[config.mk]
export PLATFORM = sky130hd
export DESIGN_NAME = reset_sequencer
export DESIGN_NICKNAME = d
export VERILOG_FILES = /design/src/rtl/reset_sequencer.sv
export SDC_FILE = /design/constraint.sdc
export NUM_CORES = 1
export LEC_CHECK = 0
export BUFFER_PORTS_ARGS = -buffer_cell sky130_fd_sc_hd__buf_4
export CORE_MARGIN = 2
export CORE_UTILIZATION = 45
export CTS_CLUSTER_DIAMETER = 100
export CTS_CLUSTER_SIZE = 12
export DETAILED_ROUTE_END_ITERATION = 16
export PLACE_DENSITY = 0.61
export SYNTH_ARGS = -nofsm -noshare
export SYNTH_HDL_FRONTEND = slang
export SYNTH_SLANG_ARGS = --single-unit
[constraint.sdc]
create_clock -name clk -period 1.8 [get_ports clk]
set_input_delay 0.36 -clock clk [delete_from_list [all_inputs] [get_ports clk]]
set_output_delay 0.36 -clock clk [all_outputs]
set_load 0.01 [all_outputs]
[src/rtl/reset_sequencer.sv]
// Power-on / request-driven reset sequencer releasing NUM_DOMAINS active-low resets in order.
// Optional watchdog request source compiled in with `define RSTSEQ_WATCHDOG_EN.
module reset_sequencer #(
  parameter int NUM_DOMAINS = 3,
  parameter int CNT_WIDTH   = 12,
  parameter int HOLD_CYCLES = 4095,
  parameter int STAGE_GAP   = 16,
  parameter int SYNC_STAGES = 2,
  parameter int WDT_CYCLES  = 65535
) (
  input  logic                   clk,
  input  logic                   rst,
  input  logic                   ext_rst_req,
  input  logic                   sw_rst_req,
  input  logic                   wdt_kick,
  output logic [NUM_DOMAINS-1:0] rst_n_out,
  output logic                   pad_oeb_hold,
  output logic                   busy,
  output logic [1:0]             reset_cause,
  output logic [7:0]             reset_count
);

  localparam int IDX_W = (NUM_DOMAINS > 1) ? $clog2(NUM_DOMAINS) : 1;

  localparam logic [1:0] CAUSE_EXT = 2'b01;
  localparam logic [1:0] CAUSE_SW  = 2'b10;
  localparam logic [1:0] CAUSE_WDT = 2'b11;

  typedef enum logic [1:0] {
    S_HOLD  = 2'd0,
    S_STAGE = 2'd1,
    S_RUN   = 2'd2
  } state_t;

  state_t                 r_state;
  state_t                 w_state_next;
  logic [CNT_WIDTH-1:0]   r_cnt, w_cnt_next;
  logic [IDX_W-1:0]       r_idx, w_idx_next;
  logic [NUM_DOMAINS-1:0] r_rstn, w_rstn_next;
  logic                   r_pad, w_pad_next;
  logic                   r_busy, w_busy_next;
  logic [1:0]             r_cause, w_cause_next;
  logic [7:0]             r_count, w_count_next;
  logic [SYNC_STAGES-1:0] r_sync;
  logic                   r_ext_d;

  logic w_ext_s;
  logic w_wdt_req;
  logic w_req;
  logic w_count_evt;

  assign w_ext_s = r_sync[SYNC_STAGES-1];

  always_ff @(posedge clk) begin
    if (rst) begin
      r_sync  <= '0;
      r_ext_d <= 1'b0;
    end else begin
      r_sync  <= {r_sync[SYNC_STAGES-2:0], ext_rst_req};
      r_ext_d <= w_ext_s;
    end
  end

`ifdef RSTSEQ_WATCHDOG_EN
  localparam int WDT_W = $clog2(WDT_CYCLES + 1);

  logic [WDT_W-1:0] r_wdt;

  // Counter only advances while RUN persists; any request or kick restarts it.
  always_ff @(posedge clk) begin
    if (rst) begin
      r_wdt <= '0;
    end else if (r_state != S_RUN || w_req || wdt_kick) begin
      r_wdt <= '0;
    end else begin
      r_wdt <= r_wdt + WDT_W'(1);
    end
  end

  assign w_wdt_req = (r_state == S_RUN) && !wdt_kick &&
                     (r_wdt == WDT_W'(WDT_CYCLES - 1));
`else
  logic w_unused;

  assign w_unused  = wdt_kick | (WDT_CYCLES < 0);
  assign w_wdt_req = 1'b0;
`endif

  assign w_req = w_ext_s | sw_rst_req | w_wdt_req;
  // A held external level counts only on its rising edge.
  assign w_count_evt = (w_ext_s & ~r_ext_d) | sw_rst_req | w_wdt_req;

  always_ff @(posedge clk) begin
    if (rst) begin
      r_state <= S_HOLD;
      r_cnt   <= '0;
      r_idx   <= '0;
      r_rstn  <= '0;
      r_pad   <= 1'b1;
      r_busy  <= 1'b1;
      r_cause <= 2'b00;
      r_count <= 8'd0;
    end else begin
      r_state <= w_state_next;
      r_cnt   <= w_cnt_next;
      r_idx   <= w_idx_next;
      r_rstn  <= w_rstn_next;
      r_pad   <= w_pad_next;
      r_busy  <= w_busy_next;
      r_cause <= w_cause_next;
      r_count <= w_count_next;
    end
  end

  always_comb begin
    w_state_next = r_state;
    w_cnt_next   = r_cnt;
    w_idx_next   = r_idx;
    w_rstn_next  = r_rstn;
    w_pad_next   = r_pad;
    w_cause_next = r_cause;
    w_count_next = r_count;

    if (w_req) begin
      w_state_next = S_HOLD;
      w_cnt_next   = '0;
      w_idx_next   = '0;
      w_rstn_next  = '0;
      w_pad_next   = 1'b1;
      if (w_ext_s) begin
        w_cause_next = CAUSE_EXT;
      end else if (sw_rst_req) begin
        w_cause_next = CAUSE_SW;
      end else begin
        w_cause_next = CAUSE_WDT;
      end
      if (w_count_evt && (r_count != 8'hFF)) begin
        w_count_next = r_count + 8'd1;
      end
    end else begin
      case (r_state)
        S_HOLD: begin
          if (r_cnt == CNT_WIDTH'(HOLD_CYCLES - 1)) begin
            w_rstn_next[0] = 1'b1;
            w_cnt_next     = '0;
            if (NUM_DOMAINS == 1) begin
              w_state_next = S_RUN;
              w_pad_next   = 1'b0;
            end else begin
              w_state_next = S_STAGE;
              w_idx_next   = IDX_W'(1);
            end
          end else begin
            w_cnt_next = r_cnt + CNT_WIDTH'(1);
          end
        end
        S_STAGE: begin
          if (r_cnt == CNT_WIDTH'(STAGE_GAP - 1)) begin
            w_rstn_next[r_idx] = 1'b1;
            w_cnt_next         = '0;
            w_idx_next         = r_idx + IDX_W'(1);
            if (r_idx == IDX_W'(NUM_DOMAINS - 1)) begin
              w_state_next = S_RUN;
              w_pad_next   = 1'b0;
            end
          end else begin
            w_cnt_next = r_cnt + CNT_WIDTH'(1);
          end
        end
        S_RUN: begin
        end
        default: begin
          w_state_next = S_HOLD;
          w_cnt_next   = '0;
          w_idx_next   = '0;
          w_rstn_next  = '0;
          w_pad_next   = 1'b1;
        end
      endcase
    end

    w_busy_next = (w_state_next != S_RUN);
  end

  assign rst_n_out    = r_rstn;
  assign pad_oeb_hold = r_pad;
  assign busy         = r_busy;
  assign reset_cause  = r_cause;
  assign reset_count  = r_count;

endmodule
### Yosys cells after proc, flatten, opt, wreduce, memory -nomap -nowiden

Cells that the tools add are included.

* flip-flop bits (word level): 34
* input bits: 5
* output and inout port bits: 15

* $add $sub $neg: 3
* magnitude comparators: 2
* equal/unequal tests: 10
* muxes and demuxes: 22
* bitwise logic cells: 7
* reductions and logical operators: 9

Operators by type and width (number)
* case mux 12 bit (3 select lines): 1
* 2-to-1 mux 12 bit: 2
* 2-to-1 mux 2 bit: 7
* adder 12 x 1 -> 12 bit (second input constant): 1
* equality test 12 bit (second input constant): 1
* equality test 12 x 4 -> 1 bit (second input constant): 1
* case mux 2 bit (3 select lines): 2
* adder 8 x 1 -> 8 bit (second input constant): 1
* inequality test 2 bit (second input constant): 4
* inequality test 8 bit (second input constant): 1
* AND reduction 3 bit: 2
* 2-to-1 mux 1 bit: 5
* equality test 2 bit (second input constant): 2
* case mux 2 bit (2 select lines): 1
* AND reduction 2 bit: 2
* OR reduction 2 bit: 2
* < comparator 2 x 3 -> 1 bit (second input constant): 1
* 2-to-1 mux 3 bit: 1
* NOT 1 bit: 3
* OR 3 bit: 1
* case mux 1 bit (3 select lines): 1
* adder 2 x 1 -> 2 bit (second input constant): 1
* demux 1 bit (select 2 bit): 1
* equality test 2 x 1 -> 1 bit (second input constant): 1
* other kinds (6): 8

### Longest topological paths before layout

Gate-level depths: netlist (run 1).

* depth after elaboration: 7
* depth in mapped cells: 7
* gate-level depth less buffers: 6

### Least setup slack after synthesis (run 1)

Ideal clock, no wire load.

* path kind: reg-to-reg
* start point: register r_cnt[5]
* end point: register r_pad, in the netlist pad_oeb_hold
* data arrival time: 1.468 ns
* setup slack: 0.202 ns
* cell stages (with the launch flop): 6
* path buffers: 1
* clock period less this slack: 1.598 ns
* cell sequence: dfxtp_1 buf_6 or4_4 nor4_4 and3_4 o21ai_1

* longest elaborated chain between the ends: 3

RTL lines
* from (decl): RTL line 37 `logic [CNT_WIDTH-1:0] r_cnt, w_cnt_next;`
* from (signal assigned): RTL line 105 `r_cnt <= w_cnt_next;`
* equality test 12 x 4 -> 1 bit: RTL line 158 `if (r_cnt == CNT_WIDTH'(STAGE_GAP - 1)) begin`
* inequality test 2 bit (no line)
* AND reduction 3 bit (no line)
* to (signal assigned): RTL line 108 `r_pad <= w_pad_next;`
* to (decl): RTL line 40 `logic r_pad, w_pad_next;`

Every way passes these cells.
A chain may end at the register's enable or synchronous reset.

### Worst setup path in the final report (run 1)

* start point: register r_cnt[5]
* end point: register r_cnt[8]

* longest elaborated chain between the ends: 3
* elaborated cells on any way between the ends: 6

RTL lines
* adder 12 x 1 -> 12 bit, or another cell as far along: RTL line 154, 167
* 2-to-1 mux 12 bit, on equally long branches: RTL line 158, 143
* case mux 12 bit (3 select lines) *: RTL line 141 `case (r_state)`

Every way passes the cells marked *; elsewhere a longest branch is shown, timed or not.

==> results.md, run 1 <==
- At the end of routability-driven placement, the weighted congestion stood at 0.852.
- Dividing the detail-routed wire length by the instance count gives ~15 um.
- The uppermost layer routed is met4.
- The fraction of layout cells with a size suffix above 1 is 0.235.
- The floorplan step defined a die boundary enclosing 4370 um2.
- The startpoint-to-endpoint class of the critical path is flip-flop to flip-flop.
- The H-tree generated during clock tree synthesis spans 2 levels.
- The cell area after synthesis is roughly 1700 um2.
- In this run the standard cell core region covers between 3000 and 4000 um2.
- The hold violation total from the final report is 0.
- The mean instance size in the synthesized netlist is 8.76 um2.
- The fraction of synthesis flops using an asynchronous set or reset pin is 0.
- The width of the die is between 60 and 70 um.
- After clock tree synthesis, the clock-pin slew on the worst setup and hold paths is about 0.070 ns.
- The startpoint class of the critical path is a flip-flop.
- In this run the static leakage power is between 0.0008 and 0.0009 uW.
- For this run, design rule violations remaining after detail routing come to 0.
- Of the synthesized area, sequential elements account for 0.392.
- The max-slew violation count came to 0.
- In the post-synthesis netlist, the biggest area contributors are dfxtp_1 39%, ha_1 4.3%, nand3_1 3.7%.
- The initialized floorplan defines 22 standard-cell rows.
- The main flop type after synthesis is dfxtp_1.
- In the synthesized netlist, the number of instances is roughly 200.
- Entering global routing, the biggest net connects 15 pins.
- In this run the tool buffered the top-level ports with 18 buffer cells.
- Clock tree synthesis selected as its root buffer the cell clkbuf_8.
- Setup repair after global routing left no endpoint under its margin.
- In this run the power density over the cells is roughly 730 nW/um2.
- The maximum clock frequency is 592 MHz.
- The average vias per placed instance is around 5.9.
- The number of global-route vias before repair was 1576.
- The worst-case headroom to the max-slew limit is 0.688.
- The largest total area in the synthesized netlist belongs to dfxtp_1.
- The flow ran to the end, and the final reports show no timing, DRC or antenna violations.
- The share of synthesized area in the top cell type comes to 0.392.
- After filler insertion, the fill cell instance count of the layout stands at 359.
- Counting along the longest clock path gives a buffer depth of 2.
- In the final design database the tool counted 244 nets.
- The sum of overflow across all layers after global routing is 0.
- The clock arrives with roughly 0.0064 ns of skew.
- The repair_antennas step left the layout with diodes totalling 0.
- The worst hold-check path type is primary input to flip-flop.
- The detailed placer's ending HPWL is 3240 um.
- The floorplan step set the die height to ~66 um.
- STA classifies the critical path endpoint as a flip-flop.
- The first-iteration detailed-routing DRC count is a little under 100.
- The final setup violation count is 0.
- Data on the critical path is required at its endpoint by between 1.5 and 2 ns.
- Counting I/O delays and the setup requirement, the final critical path takes between 1.5 and 2 ns.
- The worst-case IR drop observed on VDD is 0.000458 V.
- The hold slack is ~0.28 ns.
- The initial antenna violation count is 0.
- The CTS tree is yes.
- The global-route total usage across every layer is 0.211.
- The synthesized flop and latch total is 34.
- The final-layout setup total negative slack is 0 ns.
- The final antenna-violating net count is 0.
- Buffers inserted during clock tree synthesis total 5.
- The initial cell density of the core is 0.470.
- The commonest cells after synthesis are 34 x dfxtp_1, 17 x nand2_1, 13 x nand3_1, 13 x nor2_1, 11 x a21oi_1.
- Once routing completed, OpenROAD measured the worst setup slack at between 0.1 and 0.15 ns.
- Summed over all nets, wire length on met3 after detailed routing comes to between 150 and 200 um.
- The wire length on met1 is around 1700 um.
- The insertion delay of the later-clocked pin in the worst-skew pair is 0.29 ns.
- The number of violations of the max-capacitance limit is 0.
- Prior to clock tree synthesis, the placed netlist has a worst setup slack of just under 0.06 ns.
- The global-route wire length before repair is 7090 um.
- The number of distinct library cell variants in the gate-level netlist after synthesis is 47.
- The wire length on met2 is approximately 2300 um.
- The slew at the pin with the worst max-slew slack is between 0.4 and 0.5 ns.
- The detailed router placed about 1700 vias in this run.
- Yosys printed 0 warnings.
- Synthesis produced a netlist with a net count of between 200 and 250.
- STA puts the critical path data arrival time at around 1.9 ns.
- The power consumption is ~1600 uW.
- Before antenna repair, the detailed router went through 5 iterations.
- Counting flops with a built-in enable in the synthesized netlist gives 0.
- Pin placement for this block handled 20 I/O pins.
- The area overhead of the layout relative to synthesis is 23.6%.
- The quantity of hold-fixing buffers added after cts is 0.
- Wires add up to 4260 um.
- Dividing the final minimum period by the clock period gives 0.938.
- Yosys instantiated no cell more often than dfxtp_1.
- Of all nets on the critical path, the largest fanout is 7.
- Counting every sink on the clock net gives 34.
[path summary, 6_finish.rpt]
kind	start	depth (start not counted)	slack [ns]	endpoint
min reg2reg	r_sync[0]	1	0.45	r_sync[1]
max reg2reg	r_cnt[5]	6	0.11	r_cnt[8]
max	r_cnt[5]	6	0.11	r_cnt[8]
min	ext_rst_req	2	0.28	r_sync[0]
[power breakdown]
group          total, uW  leakage [uW]  internal, uW  switching, uW
registers            779      0.000276           766           12.9
clock network        701     0.0000504           412            290
logic               84.2      0.000474          38.3           45.8
total               1560      0.000801          1220            349
[flip-flops by register name, indices dropped and copies added (netlist names)]
| name | cells |
|---|---|
| busy | 1 |
| pad_oeb_hold | 1 |
| reset_count | 8 |
| reset_cause | 2 |
| rst_n_out | 3 |
| r_cnt | 12 |
| r_idx | 2 |
| r_ext_d | 1 |
| r_sync | 2 |
| r_state | 2 |
[cells by family after synthesis]
family / count (synthesis) / share of synthesized area
AO/OA/AOI/OAI: 50 / 0.196
XOR/XNOR: 3 / 0.0151
adder cells (fa/ha/maj): 6 / 0.0433
buffers and inverters: 18 / 0.0519
flip-flops: 34 / 0.392
multiplexers: 4 / 0.0245
AND/OR/NAND/NOR: 83 / 0.277
[placed cells by master (no fill, tap or decap), types with 3 or more instances in the layout]
cell	count
nor3_1	4
nand4_1	7
o21ai_0	3
nand2_1	17
ha_1	6
xor2_1	3
o22ai_1	4
a31oi_1	4
a21oi_1	8
buf_4	36
a32oi_1	3
nor4_1	3
clkbuf_8	5
nand2b_1	3
inv_1	9
o21ai_1	4
o31ai_1	4
nor2_1	13
a21oi_2	3
or3_1	4
or4_1	3
dfxtp_1	32
nand3_1	13
nor2b_1	5
o21a_1	3
[layer usage]
layer,up-vias,GRT usage
li1,813,-
met1,809,0.224
met2,36,0.408
met3,4,0.0375
met4,0,0.0765
met5,-,0
[per-stage QoR]
stage | std cells | cell area, um2 | util
floorplan | 198 | 1740 | -
global placement | 274 | 2010 | 0.546
detailed placement | 274 | 2010 | 0.546
CTS | 282 | 2130 | 0.577
global route | 282 | 2140 | 0.581
finish | 282 | 2140 | 0.581
[layout make-up]
type | count | area [um2] | area share
Clock inverter | 3 | 45.0 | 0.0210
Timing Repair Buffer | 36 | 270 | 0.126
Tap cell | 48 | 60.1 | 0.0280
Clock buffer | 5 | 68.8 | 0.0321
Inverter | 10 | 37.5 | 0.0175
Sequential cell | 34 | 683 | 0.319
Multi-Input combinational cell | 146 | 980 | 0.457
[worst max-delay path: stages (launching register included)]
cell and delay, ns:
dfxtp_1 0.35, buf_4 0.17, nor4_2 0.35, nand4_1 0.22
buf_4 0.22, a41oi_1 0.20, a31oi_1 0.06
[what timing repair did]
action | 4_1_cts | 5_1_grt
endpoints found under the setup margin | 0 | 6
gates resized for setup | 0 | 6
endpoints found under the hold margin | 0 | 0
buffers inserted | 0 | 0
Power figures use the tool's default switching activity.
==> inputs of run 2 (changes only) <==
Settings changed: ABC_AREA set to 1.
==> run 2 against run 1 <==
Net effect:
- synthesized area increased by 1.8%
- largest cell class unchanged
- final area shrank 2.3%
- setup slack improved by 0.12 ns
- total power decreased by 1.1%
==> results.md, run 2 <==
- Measured along the x axis, the die boundary spans between 60 and 70 um.
- The number of clock buffers added by TritonCTS is 5.
- The CTS tree is yes.
- The initial antenna violation count is 0.
- The fraction of power spent switching nets is 0.220.
- For this run, the register share of the synthesized area comes to 0.385.
- The initial cell density of the core is 0.475.
- The most common cell after layout, fill and taps aside is nand2_1.
- The maximum vdd ir drop is 0.000596 V.
- The global-route total usage across every layer is 0.179.
- The number of violations of the max-capacitance limit is 0.
- The sink count of the clock tree is 34.
- The hold violation total from the final report is 0.
- The clock-pin slew of the registers on the worst-case setup and hold paths is about 0.070 ns.
- For this design, the CTS-stage hold fixing added 0 buffers.
- Dividing the detail-routed wire length by the instance count gives 10.6 um.
- Timing would allow up to about 640 MHz.
- The initialized floorplan defines 22 standard-cell rows.
- In this run the number of H-tree levels came out at 2.
- The required time of the worst setup path is slightly above 2 ns.
- The routed design has 3510 um of wire.
- The dominant cell type by count on the critical path is nand3_1.
- The critical path goes through ha_1, nand3_1, nor2_1, nand3_1, nand2_2, buf_4, o21ai_0, a21oi_1.
- The detailed placer's ending HPWL is 2600 um.
- The cell chosen for the clock root is clkbuf_8.
- For this run, the detailed router's first-pass iteration total came to 4.
- The most used flip-flop cell after synthesis is dfxtp_1.
- The max-slew violation count is 0.
- Ranked by instance count, the synthesized netlist is headed by 70 x nand2_1, 36 x inv_1, 34 x dfxtp_1, 27 x nor2_1, 22 x a21oi_1.
- Setup repair after global routing left no endpoint under its margin.
- In this run the worst hold path is classified as primary input to flip-flop.
- For this design the top-level I/O count stands at 20.
- The register bank with the most flops is r_cnt.
- Among all cell types in the netlist, the one instantiated most often is nand2_1.
- The final route contains ~1500 vias.
- The worst-path cell with the longest stage delay is dfxtp_1.
- For this run, the number of Yosys warnings is 0.
- Of the total power, registers draw 0.500.
- The mean instance size in the synthesized netlist is approximately 7.0 um2.
- The first global-routing pass estimated about 6000 um of wire.
- The final-layout setup total negative slack is 0 ns.
- The clock tree buffer depth is 2.
- For this design the ratio of total power to cell area is about 740 nW/um2.
- The later pin in the worst-skew pair is clocked with a latency of around 0.29 ns.
- Of the total power, the clock network draws 0.446.
- The number of instances in the synthesized netlist is around 250.
- The flow ran to the end, and the final reports show no timing, DRC or antenna violations.
- The repair_antennas step left the layout with diodes totalling 0.
- The vertical die dimension is ~67 um.
- The number of enable flip-flop cells after synthesis is 0.
- The worst path in the final design needs a cycle of ~1.6 ns, including I/O delays and setup.
- The final instance area is ~2100 um2.
- The cell type with the largest total area after synthesis is dfxtp_1.
- The number of gates resized after cts is 0.
- The data arrival at the endpoint of the critical path is approximately 1.8 ns.
- In the routed design, unresolved DRC markers number 0.
- The area of the die is between 4000 and 5000 um2.
- The total overflow left after global routing is 0.
- The number of distinct library cell variants in the gate-level netlist after synthesis is 29.
- The startpoint class of the critical path is a flip-flop.
- By area the synthesized netlist is led by dfxtp_1 39%, nand2_1 15%, inv_1 7.6%.
- In this run the static leakage power is about 0.00094 uW.
- The net count of the finished layout is roughly 300.
- The fraction of layout cells with a size suffix above 1 is 0.159.
- The first-iteration detailed-routing DRC count is slightly above 90.
- Once detail routing completed, the nets flagged for antenna violations numbered 0.
- The share of the synthesized area in the top cell type is 0.385.
- In the finished design, the share of the clock period the worst path needs comes to 0.870.
- Of all nets on the critical path, the largest fanout is 6.
- The proportion of power drawn by combinational gates is 0.054.
- The pin count of the biggest net entering global routing is 13.
- The fraction of synthesis flops using an asynchronous set or reset pin is 0.
- The number of flip-flops under the largest register name is 12.
- The number of global-route vias before repair was ~1400.
- The routability congestion estimate is roughly 0.8.
- The cell area after synthesis is 1770 um2.
- The worst setup path is captured at a flip-flop.
- The average vias per placed instance is 4.64.
- The area growth from synthesis to layout is 18.6%.
- Counting flops and latches in the post-synthesis netlist gives 34.
- Setup violations remaining at the end of the flow were counted as 0.
- The internal power of the cells totals between 1000 and 1500 uW.
- The setup path with the least slack is of type flip-flop to flip-flop.
- After detailed placement, the total cell area comes to 1990 um2.
- The largest single stage delay on the critical path is ~0.38 ns.
- Across the routed clock network, the largest skew measured is about 0.0087 ns.
- The worst-case headroom to the max-slew limit is 0.830.
- The total of buffers placed on input and output ports is 18.
- For this design the total switching power over the nets is 340 uW.
- The slew at the pin with the worst max-slew slack is roughly 0.25 ns.
- The library cells used most frequently in the layout, excluding fill and tap cells, are 70 x nand2_1, 36 x inv_1, 34 x dfxtp_1.
- The total core area is 3720 um2.
- When the netlist entered floorplanning its net count stood at roughly 270.
- The number of setup buffers added after CTS is 0.
[run 2: changes by cell type after synthesis, moves of 5 or more]
cell,previous run,this run
nand2_1,17,70
nor2b_1,5,0
xnor2_1,0,5
a21oi_1,11,22
inv_1,9,36
nor2_1,13,27
[run 2: power by group through the flow]
stage	clock, uW	sequential [uW]	combinational (uW)
after floorplan	0	794	40.6
after global placement	0	791	83.3
after detailed placement	0	792	84.7
after CTS	713	774	85.2
after global routing	740	776	96.2
final	690	774	83.6
[run 2: layer usage]
layer	up-vias	global-route usage	wire length, um
met5	-	0	0
met4	0	0.0689	37
met3	4	0.0490	124
met2	21	0.288	1570
met1	664	0.227	1780
li1	846	-	-
[run 2: kinds of logic (layout without fill, tap and decap cells)]
group,after synthesis,in the layout,synth area share
simple gates,129,129,0.324
buf+inv,41,70,0.0942
flops,34,34,0.385
fa+ha+maj,6,6,0.0425
compound gates,32,32,0.0949
xor+xnor,12,12,0.0595
[run 2: cell type report]
type                    instances  area [um2]
well taps                      48        60.1
inverters                      37         139
clock inverters                 3        40.0
fillers                       375        1620
flip-flops and latches         34         681
repair buffers                 25         188
multi-input cells             179         920
clock buffers                   5        68.8
[run 2: final timing paths]
kind                   from              to  slack [ns]  cells after the start
min reg2reg       r_sync[0]       r_sync[1]        0.40                      2
min             ext_rst_req       r_sync[0]        0.28                      3
max reg2reg  reset_count[1]  reset_count[0]        0.23                      8
max          reset_count[1]  reset_count[0]        0.23                      8
[run 2: worst max-delay path: cells and delay by family (launching register included)]
kind,cells,cell delay [ns]
and+or+nand+nor,4,0.54
adders and majority gates,1,0.23
DFF,1,0.38
buffers and inverters,1,0.15
AOI/OAI and AO/OA,2,0.19
[run 2: per-stage QoR]
| stage | setup slack [ns] | hold slack (ns) | total power [uW] | instances | utilization |
|---|---|---|---|---|---|
| after floorplan | 0.374 | 0.388 | 835 | 254 | - |
| after global placement | 0.286 | 0.391 | 875 | 323 | 0.535 |
| after detailed placement | 0.282 | 0.398 | 876 | 323 | 0.535 |
| after CTS | 0.242 | 0.274 | 1570 | 331 | 0.564 |
| after global routing | 0.0984 | 0.292 | 1610 | 331 | 0.564 |
| final | 0.234 | 0.279 | 1550 | 331 | 0.564 |
==> inputs of run 3 (changes only) <==
Settings changed: CTS_BUF_LIST set to sky130_fd_sc_hd__clkbuf_4, REMOVE_ABC_BUFFERS set to 1.
==> run 3 against run 2 <==
Net effect:
- largest power group unchanged
- via count is 2.3% lower
- core utilization is 1.9 points lower
- die area stayed put
- non-clock buffer count is 2 lower
==> results.md, run 3 (same netlist as run 2, synthesis figures left out) <==
- The number of H-tree branching levels is 2.
- The clock-pin slew of the registers on the worst-case setup and hold paths is approximately 0.090 ns.
- The fraction of layout cells with a size suffix above 1 is 0.150.
- Detailed placement ended at an HPWL of around 2500 um.
- The area of the multi-input gates is slightly above 900 um2.
- r_cnt holds more flip-flops than any other register.
- The flow ran to the end, and the final reports show no timing, DRC or antenna violations.
- In the finished design, the share of the clock period the worst path needs comes to 0.873.
- The total overflow left after global routing is 0.
- The number of global-route vias before repair is approximately 1400.
- The pin count of the biggest net entering global routing is 13.
- The clock tree buffer depth is 2.
- At the worst endpoint, the arrival time is between 1.5 and 2 ns.
- Dividing the detail-routed wire length by the instance count gives slightly above 10 um.
- Buffers inserted during clock tree synthesis total 5.
- Setup repair after global routing left no endpoint under its margin.
- The final antenna-violating net count is 0.
- The maximum fanout along the worst path is 10.
- The CTS tree is yes.
- The critical path is of the flip-flop to flip-flop type.
- The total core area is between 3000 and 4000 um2.
- The max-slew violation count is 0.
- Relative to the synthesized area, the layout overhead comes to 14.6%.
- The repair_antennas step left the layout with diodes totalling 0.
- For this run, the post-layout net count is 291.
- The net load switching power is slightly below 300 uW.
- Of the total power, combinational logic draws 0.064.
- The initial antenna violation count is 0.
- The maximum clock frequency is ~640 MHz.
- Of the total power, the share spent switching nets is 0.229.
- The endpoint class of the critical path is a flip-flop.
- In this run, the number of DRC markers left after iteration 0 of detailed routing was 75.
- In this run the static leakage power is roughly 0.00091 uW.
- From bottom edge to top edge, the die measures roughly 67 um.
- The fill cell instance count of the final layout is between 300 and 400.
- The most common cell after layout, fill and taps aside is nand2_1.
- The number of flip-flops under the largest register name is 12.
- The tightest min-delay check is of the primary input to flip-flop type.
- The tree is rooted in a clkbuf_4.
- The power per standard cell area is between 600 and 700 nW/um2.
- Clock latency on the worst-skew pair, taken at its later pin, is 0.33 ns.
- For this block, the routed nets add up to 3340 um of wire.
- The maximum vdd ir drop is between 0.0003 and 0.0004 V.
- The portion of total power attributed to sequential cells is 0.612.
- The area of the die is ~4400 um2.
- The number of DRC violations after detailed routing is 0.
- The global-route total usage across every layer is 0.178.
- The startpoint class of the critical path is a flip-flop.
- Using the TritonRoute via totals, the vias-per-cell ratio works out to ~4.6.
- The number of vias after detailed routing is around 1500.
- The hold violation total from the final report was 0.
- The worst-case headroom to the max-slew limit is 0.821.
- The initial cell density of the core is 0.475.
- The number of hold buffers added after CTS was 0.
- After floorplanning, the core was divided into 22 placement rows.
- At the worst endpoint, the required time is 2.02 ns.
- After routing the design area is 2020 um2.
- The clock share of power is 0.324.
- The library cells used most frequently in the layout, excluding fill and tap cells, are 70 x nand2_1, 36 x inv_1, 34 x dfxtp_1.
- The minimum clock period after layout is 1.57 ns.
- The length of the first detailed-routing pass in iterations is 4.
- The clock arrives with around 0.0020 ns of skew.
- The final-layout setup total negative slack is 0 ns.
- CTS saw 34 sinks.
- The number of gates resized after cts is 0.
- The total of buffers placed on input and output ports is 18.
- The design draws approximately 1300 uW.
- In this run the count of I/O pins placed on the die edge is 20.
- The placed instances occupy a cell area of just under 2000 um2.
- Routability-driven placement finished with a final weighted congestion of 0.819.
- The first global-routing pass estimated 6000 um of wire.
- The final setup violation count is 0.
- Internal power comes to ~1000 uW.
- At the pin with the least slew margin, the transition time is roughly 0.27 ns.
- In the final layout, flip-flops and latches occupy 681 um2.
- The hold slack is roughly 0.23 ns.
- The number of setup buffers added after CTS is 0.
- The number of violations of the max-capacitance limit is 0.
- Measured along the x axis, the die boundary spans about 67 um.
## run 3: cell count changes in the layout (fill, tap and decap cells not counted), sizes merged
cell    previous run  this run
buf               25        23
bufinv             1         0
clkbuf             5         7
clkinv             3         1
## run 3: path summary, 6_finish.rpt
check                           cells past startpoint  slack (ns)        endpoint           start
worst max-delay path                                8        0.23  reset_count[5]  reset_count[1]
worst min-delay path                                3        0.23       r_sync[0]     ext_rst_req
worst max register to register                      8        0.23  reset_count[5]  reset_count[1]
worst min register to register                      2        0.42       r_sync[1]       r_sync[0]
## run 3: final cells by class
cell class              instances  area share
clock buffers                   7      0.0260
flip-flops and latches         34       0.336
repair buffers                 23      0.0853
multi-input cells             179       0.454
well taps                      48      0.0297
inverters                      37      0.0686
## run 3: power groups by stage
stage	clock network [uW]	registers (uW)	logic, uW
floorplan	0	794	38.0
global placement	0	791	80.9
detailed placement	0	791	81.5
CTS	437	774	81.8
global route	467	776	94.0
finish	410	774	81.0
## run 3: stage by stage
step	utilization	instances	setup WS (ns)
2_1_floorplan	-	250	0.378
3_3_place_gp	0.531	321	0.244
3_5_place_dp	0.531	321	0.230
4_1_cts	0.545	328	0.210
5_1_grt	0.545	328	0.0230
6_report	0.545	328	0.228
## run 3: layer usage
metal / GRT usage / up-vias / routed length (um) / share of wire
met5: 0 / - / 0 / 0
met4: 0.0689 / 0 / 57 / 0.017
met3: 0.0524 / 7 / 123 / 0.037
met2: 0.276 / 17 / 1450 / 0.44
met1: 0.230 / 635 / 1700 / 0.51
li1: - / 840 / - / -
## run 3: worst max-delay path: stages, from the launching register on
cell and delay, ns:
dfxtp_1 0.39, ha_1 0.23, nand3_1 0.09, nor2_1 0.15, nand3_1 0.11, nand2_2 0.17, inv_1 0.17, nand2_1 0.09
a21oi_1 0.07
